<file path="src/rtl/ahblite_pkg.sv">
// Shared AHB-Lite encodings and the default-slave state type for the slave response mux.
package ahblite_pkg;

    localparam logic [1:0] HTRANS_IDLE   = 2'b00;
    localparam logic [1:0] HTRANS_BUSY   = 2'b01;
    localparam logic [1:0] HTRANS_NONSEQ = 2'b10;
    localparam logic [1:0] HTRANS_SEQ    = 2'b11;

    localparam logic HRESP_OKAY  = 1'b0;
    localparam logic HRESP_ERROR = 1'b1;

    typedef enum logic [1:0] {
        DS_IDLE = 2'd0,
        DS_ERR1 = 2'd1,
        DS_ERR2 = 2'd2
    } ds_state_t;

endpackage

</file>
<file path="src/rtl/ahblite_default_slave.sv">
// Default slave: answers active transfers to unmapped space with the two-cycle AHB ERROR response.
module ahblite_default_slave
    import ahblite_pkg::*;
(
    input  logic i_clk,
    input  logic i_rst_n,
    input  logic i_hready,
    input  logic i_unmappedActive,
    output logic o_hreadyOut,
    output logic o_hresp
);

    ds_state_t r_state;
    logic      r_hreadyOut;
    logic      r_hresp;

    // Outputs are registered alongside the state so they follow it with no decode logic.
    always_ff @(posedge i_clk or negedge i_rst_n) begin
        if (!i_rst_n) begin
            r_state     <= DS_IDLE;
            r_hreadyOut <= 1'b1;
            r_hresp     <= HRESP_OKAY;
        end else begin
            case (r_state)
                DS_ERR1: begin
                    r_state     <= DS_ERR2;
                    r_hreadyOut <= 1'b1;
                    r_hresp     <= HRESP_ERROR;
                end
                default: begin
                    if (i_hready && i_unmappedActive) begin
                        r_state     <= DS_ERR1;
                        r_hreadyOut <= 1'b0;
                        r_hresp     <= HRESP_ERROR;
                    end else begin
                        r_state     <= DS_IDLE;
                        r_hreadyOut <= 1'b1;
                        r_hresp     <= HRESP_OKAY;
                    end
                end
            endcase
        end
    end

    assign o_hreadyOut = r_hreadyOut;
    assign o_hresp     = r_hresp;

endmodule

</file>
<file path="src/rtl/ahblite_slave_mux.sv">
// AHB-Lite data-phase response mux with built-in default slave.
// Optional stall watchdog enabled by defining AHBLITE_MUX_TIMEOUT_EN.
module ahblite_slave_mux
    import ahblite_pkg::*;
#(
    parameter int PORT0_EN       = 1,
    parameter int PORT1_EN       = 1,
    parameter int PORT2_EN       = 1,
    parameter int PORT3_EN       = 1,
    parameter int TIMEOUT_CYCLES = 1024
) (
    input  logic        i_hclk,
    input  logic        i_hresetn,
    input  logic [1:0]  i_htrans,
    input  logic        i_p0_hsel,
    input  logic        i_p1_hsel,
    input  logic        i_p2_hsel,
    input  logic        i_p3_hsel,
    input  logic [31:0] i_p0_hrdata,
    input  logic [31:0] i_p1_hrdata,
    input  logic [31:0] i_p2_hrdata,
    input  logic [31:0] i_p3_hrdata,
    input  logic        i_p0_hreadyout,
    input  logic        i_p1_hreadyout,
    input  logic        i_p2_hreadyout,
    input  logic        i_p3_hreadyout,
    input  logic        i_p0_hresp,
    input  logic        i_p1_hresp,
    input  logic        i_p2_hresp,
    input  logic        i_p3_hresp,
    output logic        o_hready,
    output logic [31:0] o_hrdata,
    output logic        o_hresp,
    input  logic        i_timeout_clr,
    output logic        o_timeout_irq
);

    logic [3:0]  r_sel;
    logic [3:0]  w_selEn;
    logic [3:0]  w_selNext;
    logic        w_active;
    logic        w_dsReady;
    logic        w_dsResp;
    logic        w_hready;
    logic        w_hresp;
    logic [31:0] w_hrdata;
    logic        w_unused;

    assign w_selEn = {i_p3_hsel & (PORT3_EN != 0), i_p2_hsel & (PORT2_EN != 0),
                      i_p1_hsel & (PORT1_EN != 0), i_p0_hsel & (PORT0_EN != 0)};
    assign w_active = (i_htrans == HTRANS_NONSEQ) || (i_htrans == HTRANS_SEQ);

    always_comb begin
        w_selNext = 4'b0000;
        if (w_selEn[0])      w_selNext = 4'b0001;
        else if (w_selEn[1]) w_selNext = 4'b0010;
        else if (w_selEn[2]) w_selNext = 4'b0100;
        else if (w_selEn[3]) w_selNext = 4'b1000;
    end

    // Select is captured only when an address phase is accepted, so stalls freeze it.
    always_ff @(posedge i_hclk or negedge i_hresetn) begin
        if (!i_hresetn) begin
            r_sel <= 4'b0000;
        end else if (w_hready) begin
            r_sel <= w_selNext;
        end
    end

    ahblite_default_slave u_defaultSlave (
        .i_clk            (i_hclk),
        .i_rst_n          (i_hresetn),
        .i_hready         (w_hready),
        .i_unmappedActive (w_active && (w_selEn == 4'b0000)),
        .o_hreadyOut      (w_dsReady),
        .o_hresp          (w_dsResp)
    );

    always_comb begin
        w_hrdata = 32'h0000_0000;
        w_hready = w_dsReady;
        w_hresp  = w_dsResp;
        if (r_sel[0]) begin
            w_hrdata = i_p0_hrdata; w_hready = i_p0_hreadyout; w_hresp = i_p0_hresp;
        end else if (r_sel[1]) begin
            w_hrdata = i_p1_hrdata; w_hready = i_p1_hreadyout; w_hresp = i_p1_hresp;
        end else if (r_sel[2]) begin
            w_hrdata = i_p2_hrdata; w_hready = i_p2_hreadyout; w_hresp = i_p2_hresp;
        end else if (r_sel[3]) begin
            w_hrdata = i_p3_hrdata; w_hready = i_p3_hreadyout; w_hresp = i_p3_hresp;
        end
    end

    assign o_hready = w_hready;
    assign o_hrdata = w_hrdata;
    assign o_hresp  = w_hresp;

`ifdef AHBLITE_MUX_TIMEOUT_EN
    localparam int CW = $clog2(TIMEOUT_CYCLES + 1);

    logic [CW-1:0] r_cnt;
    logic [CW-1:0] w_cntNext;
    logic          r_irq;

    always_comb begin
        w_cntNext = r_cnt;
        if (w_hready) begin
            w_cntNext = '0;
        end else if ((r_sel != 4'b0000) && (r_cnt != CW'(TIMEOUT_CYCLES))) begin
            w_cntNext = r_cnt + CW'(1);
        end
    end

    // Flag rises on the edge the count reaches the limit; a new hit beats a same-cycle clear.
    always_ff @(posedge i_hclk or negedge i_hresetn) begin
        if (!i_hresetn) begin
            r_cnt <= '0;
            r_irq <= 1'b0;
        end else begin
            r_cnt <= w_cntNext;
            if (w_cntNext == CW'(TIMEOUT_CYCLES)) begin
                r_irq <= 1'b1;
            end else if (i_timeout_clr) begin
                r_irq <= 1'b0;
            end
        end
    end

    assign o_timeout_irq = r_irq;
    assign w_unused      = 1'b0;
`else
    assign o_timeout_irq = 1'b0;
    assign w_unused      = i_timeout_clr;
`endif

endmodule

</file>
<file path="config.mk">
export PLATFORM = sky130hd
export DESIGN_NAME = ahblite_slave_mux
export DESIGN_NICKNAME = d
export VERILOG_FILES = /design/src/rtl/ahblite_pkg.sv /design/src/rtl/ahblite_default_slave.sv /design/src/rtl/ahblite_slave_mux.sv
export SDC_FILE = /design/constraint.sdc
export NUM_CORES = 1
export LEC_CHECK = 0
export CORE_MARGIN = 3
export CORE_UTILIZATION = 26
export DETAILED_ROUTE_END_ITERATION = 10
export PLACE_DENSITY = 0.87
export SLEW_MARGIN = 20
export SYNTH_ARGS = -nofsm -noshare
export SYNTH_HDL_FRONTEND = slang
export SYNTH_SLANG_ARGS = --single-unit
</file>
<file path="constraint.sdc">
create_clock -name i_hclk -period 1.8 [get_ports i_hclk]
set_input_delay 0.36 -clock i_hclk [delete_from_list [all_inputs] [get_ports i_hclk]]
set_output_delay 0.36 -clock i_hclk [all_outputs]
set_load 0.01 [all_outputs]
</file>
# Yosys cells after proc, flatten, opt, wreduce, memory -nomap -nowiden
# Index checks and enable logic that the tools add are counted.
[op_classes]
n_reduce_logical = 4
mux = 22
eq_ne = 3
[ops]
columns = ["op", "count"]
rows = [
  ["32-bit 2-to-1 mux", 4],
  ["4-bit 2-to-1 mux", 4],
  ["1-bit 2-to-1 mux", 13],
  ["2-bit == test (second input constant)", 2],
  ["4-bit logical NOT", 1],
  ["2-bit by 1-bit == test with 1-bit output (second input constant)", 1],
  ["1-bit logical AND", 2],
  ["2-bit 2-to-1 mux", 1],
  ["1-bit logical OR", 1],
]
[word_totals]
elab_cells = 33
ff_bits = 8
out_inout_bits = 35

# Longest topological paths before layout
# Gate-level depths: netlist (run 1).
[depth]
word_depth = 7
ltp_mapped = 5
ltp_nobuf = 4

# By module
# From an unflattened synthesis (run 1), not the netlist that was laid out.
[unflattened]
hier_cells = 200
hier_area_um2 = 1415.1
[modules_own_cells]
columns = ["module", "cells_each", "seq_area_each_um2", "area_each_um2", "n_inst"]
rows = [
  ["ahblite_slave_mux", 190, 100.1, 1277.5, 1],
  ["ahblite_default_slave", 10, 101.3, 137.6, 1],
]

# Worst setup path after synthesis (run 1)
# No wires, ideal clock.
[synth_timing]
path_type = "register to output"
from = "register r_sel[2]"
to = "output o_hrdata[10]"
arrival_time_ns = 1.334
setup_slack_ns = 0.106
n_path_buf = 2
required_time_ns = 1.440
path_stages_with_launch = 6
path_cell_list = "dfrtp_1 > buf_2 > nor2_1 > buf_2 > a221oi_1 > o31ai_1"
[synth_between]
elab_chain_cells = 3
[synth_lines]
columns = ["element", "line_no", "text"]
rows = [
  ["start, declared", "ahblite_slave_mux.sv:38", "logic [3:0] r_sel;"],
  ["start signal, assigned", "ahblite_slave_mux.sv:66", "r_sel <= w_selNext;"],
  ["32-bit 2-to-1 mux", "ahblite_slave_mux.sv:87", "end else if (r_sel[2]) begin"],
  ["32-bit 2-to-1 mux", "ahblite_slave_mux.sv:85", "end else if (r_sel[1]) begin"],
  ["32-bit 2-to-1 mux", "ahblite_slave_mux.sv:83", "if (r_sel[0]) begin"],
  ["end, declared", "ahblite_slave_mux.sv:32", "output logic [31:0] o_hrdata,"],
]
# Every way passes these cells.

# Final worst setup path (run 1)
[layout_timing]
from = "register r_sel[3]"
to = "output o_hready"
[layout_between]
elab_chain_cells = 4
[layout_lines]
columns = ["element", "line_no", "text"]
rows = [
  ["1-bit 2-to-1 mux", "ahblite_slave_mux.sv:89", "end else if (r_sel[3]) begin"],
  ["1-bit 2-to-1 mux", "ahblite_slave_mux.sv:87", ""],
  ["1-bit 2-to-1 mux", "ahblite_slave_mux.sv:85", ""],
  ["1-bit 2-to-1 mux", "ahblite_slave_mux.sv:83", ""],
  ["end, declared", "ahblite_slave_mux.sv:31", "output logic o_hready,"],
]
# Every way passes these cells.

==> results of run 1 <==
-- layout make-up --
| class | count | share of cell area [%] |
|---|---|---|
| clock buffer | 4 | 1.25 |
| inverter | 4 | 0.416 |
| sequential | 8 | 5.72 |
| multi-input combinational | 162 | 36.2 |
| timing repair buffer | 212 | 54.0 |
| tap | 70 | 2.43 |
-- cell usage in the layout (no fill, tap or decap) --
master           count
clkbuf_1             1
buf_2               33
buf_4               24
nor2b_1             33
buf_8                1
nand3b_1             2
o31ai_1             30
clkbuf_8             3
o31ai_2              1
mux2_4               1
nand2b_1             1
a221oi_2            21
a221oi_1             7
buf_12               4
nor3_1               2
dfrtp_2              4
a21oi_1              8
conb_1               1
mux2i_1              4
a221oi_4             4
or3b_4               1
or3_1                1
clkdlybuf4s15_2      1
o311a_4              1
o21ai_1              2
dlygate4sd2_1        2
nor3b_1              1
dfstp_2              1
mux2i_4              1
o21bai_1             1
nor2_4               1
mux2_2               1
inv_2                1
clkdlybuf4s50_1    140
buf_6                7
inv_1                3
nand2_1             36
o21a_1               1
dfrtp_1              3
-- through the flow --
step	hold WS [ns]	cell area, um^2
final	0.414	3610
after global routing	0.442	3610
after CTS	0.423	3480
after detailed placement	0.457	3460
after global placement	0.417	3460
after floorplan	0.0644	1400
-- metal layers --
metal	share of wire, %	vias to the layer above	wire (um)	GRT usage (%)
li1	-	1140	-	-
met1	38	1104	3000	25.1
met2	53	119	4150	41.2
met3	6.2	14	483	3.50
met4	2.2	0	170	6.01
met5	0	-	0	0
-- how the worst min path moves through the flow --
stage                              startpoint                   endpoint  cells after the start
floorplan                           i_hresetn                   r_sel[0]                      0
global placement    u_defaultSlave.r_state[1]  u_defaultSlave.r_state[1]                      1
detailed placement  u_defaultSlave.r_state[1]  u_defaultSlave.r_state[1]                      1
CTS                                 i_hresetn     u_defaultSlave.o_hresp                      1
global route                        i_hresetn     u_defaultSlave.o_hresp                      1
finish                              i_hresetn     u_defaultSlave.o_hresp                      1
-- synthesized netlist by cell type, drive strengths merged, types with 4 or more instances --
| cell type | n | area [um^2] |
|---|---|---|
| o31ai | 31 | 233 |
| a221oi | 32 | 280 |
| clkbuf | 15 | 56.3 |
| inv | 4 | 15.0 |
| nand2 | 36 | 135 |
| mux2i | 5 | 62.6 |
| buf | 8 | 40.0 |
| a21oi | 8 | 40.0 |
| dfrtp | 7 | 175 |
| nor2b | 33 | 206 |
-- power by group through the flow --
stage | combinational (mW) | sequential [mW] | clock (mW)
finish | 2.26 | 0.259 | 0.224
global route | 2.43 | 0.266 | 0.239
CTS | 2.10 | 0.258 | 0.229
detailed placement | 2.20 | 0.251 | 0
global placement | 2.16 | 0.252 | 0
floorplan | 1.01 | 0.225 | 0
-- logic make-up after synthesis --
family	count (synthesis)	synth area share (%)
simple gates	78	28.4
compound gates	76	42.7
buf+inv	27	7.93
flops	8	14.3
mux	7	6.33
other cells	1	0.267
-- state kept, by name, indices dropped and copies added (netlist names) --
register,flops
u_defaultSlave.o_hreadyOut,1
r_sel,4
u_defaultSlave.o_hresp,1
u_defaultSlave.r_state,2
-- what timing repair did --
| action | 4_1_cts | 5_1_grt |
|---|---|---|
| setup buffers | 2 | 1 |
| endpoints found under the setup margin | 34 | 34 |
| resized for setup | 170 | 26 |
| pin swaps | 4 | 5 |
| hold buffers | 0 | 0 |
==> reports/qor.yml, run 1 <==
detailed_routing:
  ant_nets: 0
  drc: 0
  drt_wl_total_mm: 7.80
  wl_per_cell_um: 17.0
  viasPerCell: 5.17
  detailroute.via_count: 2377
  drt-initial-drc-count: 69
  dr.pass1.iters: 5
setup_path:
  cp.buffers_inverters: 2
  worstSetupPathType: "reg2out"
  worstRegToRegCells: 5
  crit_slowest_cell: "dfrtp_2"
  crit_arrival_ns: 1.63
  crit_required_ns: 1.44
  r2r_end: "r_sel[2]"
  worst_path_largest_cell_delay_ns: 0.43
  cp_top_family: "multiplexers"
  ff2ff_setup_slack_ns: 0.14
  crit_path_max_fanout: 3
  cp_cell_sequence: "mux2_4, o311a_4, mux2i_4, inv_1, buf_2"
  crit_cells: 5
  startpoint_type: "flop"
  crit_start: "r_sel[3]"
  rr_startpoint: "r_sel[3]"
  crit_end: "o_hready"
  endpoint_kind: "output port"
power_and_ir_drop:
  p_per_area_mw_per_mm2: 759
  leakagePower_nw: 1.47
  fin_total_pwr_mw: 2.74
  worst_ir_drop_vdd_v: 0.000432
  p_int_mw: 1.58
  combinationalPowerShare_pct: 82.4
  pwr-share-seq_pct: 9.4
  clkPwrFrac_pct: 8.2
  netSwitchingFraction_pct: 42.5
  power_switching_mw: 1.17
layout:
  fin_cells: 460
  final-seq-area_um2: 206
  fillers: 399
  drive_gt1_share_pct: 28.5
  diodes: 0
  fin_nets: 536
  area_growth_pct: 157
  fin_util_pct: 69.8
  multi_input_comb_area_mm2: 0.00131
yosys:
  synth_cells: 197
  ys_ff_latch: 8
  ys_seq_area_share_pct: 14.3
  syn_avg_cell_area_um2: 7.13
  netlist_area_mm2: 0.00140
  synth-edff-count: 0
  async_flop_share_pct: 100
  synth-main-ff-cell: "dfrtp_1"
  ys_warn_count: 0
  synthesis.nets: 342
  ys_types: 28
clock_tree:
  clock-root-buffer: "clkbuf_8"
  insertion_delay_ns: 0.23
  clkSinkCount: 8
  htree_levels: 1
  clk_transition_reported_paths_ns: 0.04
  numCtsBuffers: 3
  cts_buffer_depth: 2
  cts_tree: "done"
status:
  status: "complete, but fails checks"
  violations: "negative setup slack"
min_path:
  hold_class: "in2async"
floorplan:
  num_rows: 26
  die_w_um: 79.5
  die_h_um: 79.5
  start_util_pct: 27.1
  die-area_mm2: 0.00632
  core-area_mm2: 0.00517
  io_pins: 180
sta:
  timing.setup.tns_ns: -3.02
  skew_ns: 0.00488
  setup_slack_ns: -0.191
  rsz0062_at_grt: "yes"
  fin_crit_ns: 1.99
  final_hold_viol_count: 0
  setup_viol_count_final: 34
  max_freq_ghz: 0.502
  slew_violations: 0
  finalCritPeriodShare_pct: 111
global_route:
  grt_pass1_vias: 2373
  globalRouteTotalUtil_pct: 21.9
  antenna_found_initial: 0
  grt_pass1_wl_mm: 11.2
  grt_max_degree: 28
  gr-total-overflow: 0
placed_design:
  gp_congestion: 0.822
  hpwl_mm: 6.30
  io_buffers: 176
  dpl_worst_slack_ns: -0.591
  placedCellCount: 453
job:
  max-cap-violations: 0
Power figures use the tool's default switching activity.
==> run 2, diff against run 1 <==
--- a/config.mk
+++ b/config.mk
@@ -9,7 +9,7 @@
 export CORE_UTILIZATION = 26
 export DETAILED_ROUTE_END_ITERATION = 10
 export PLACE_DENSITY = 0.87
-export SLEW_MARGIN = 20
+export SLEW_MARGIN = 25
 export SYNTH_ARGS = -nofsm -noshare
 export SYNTH_HDL_FRONTEND = slang
 export SYNTH_SLANG_ARGS = --single-unit
==> results of run 2 <==
No change in the layout: final DEF, timing and power equal those of run 1.
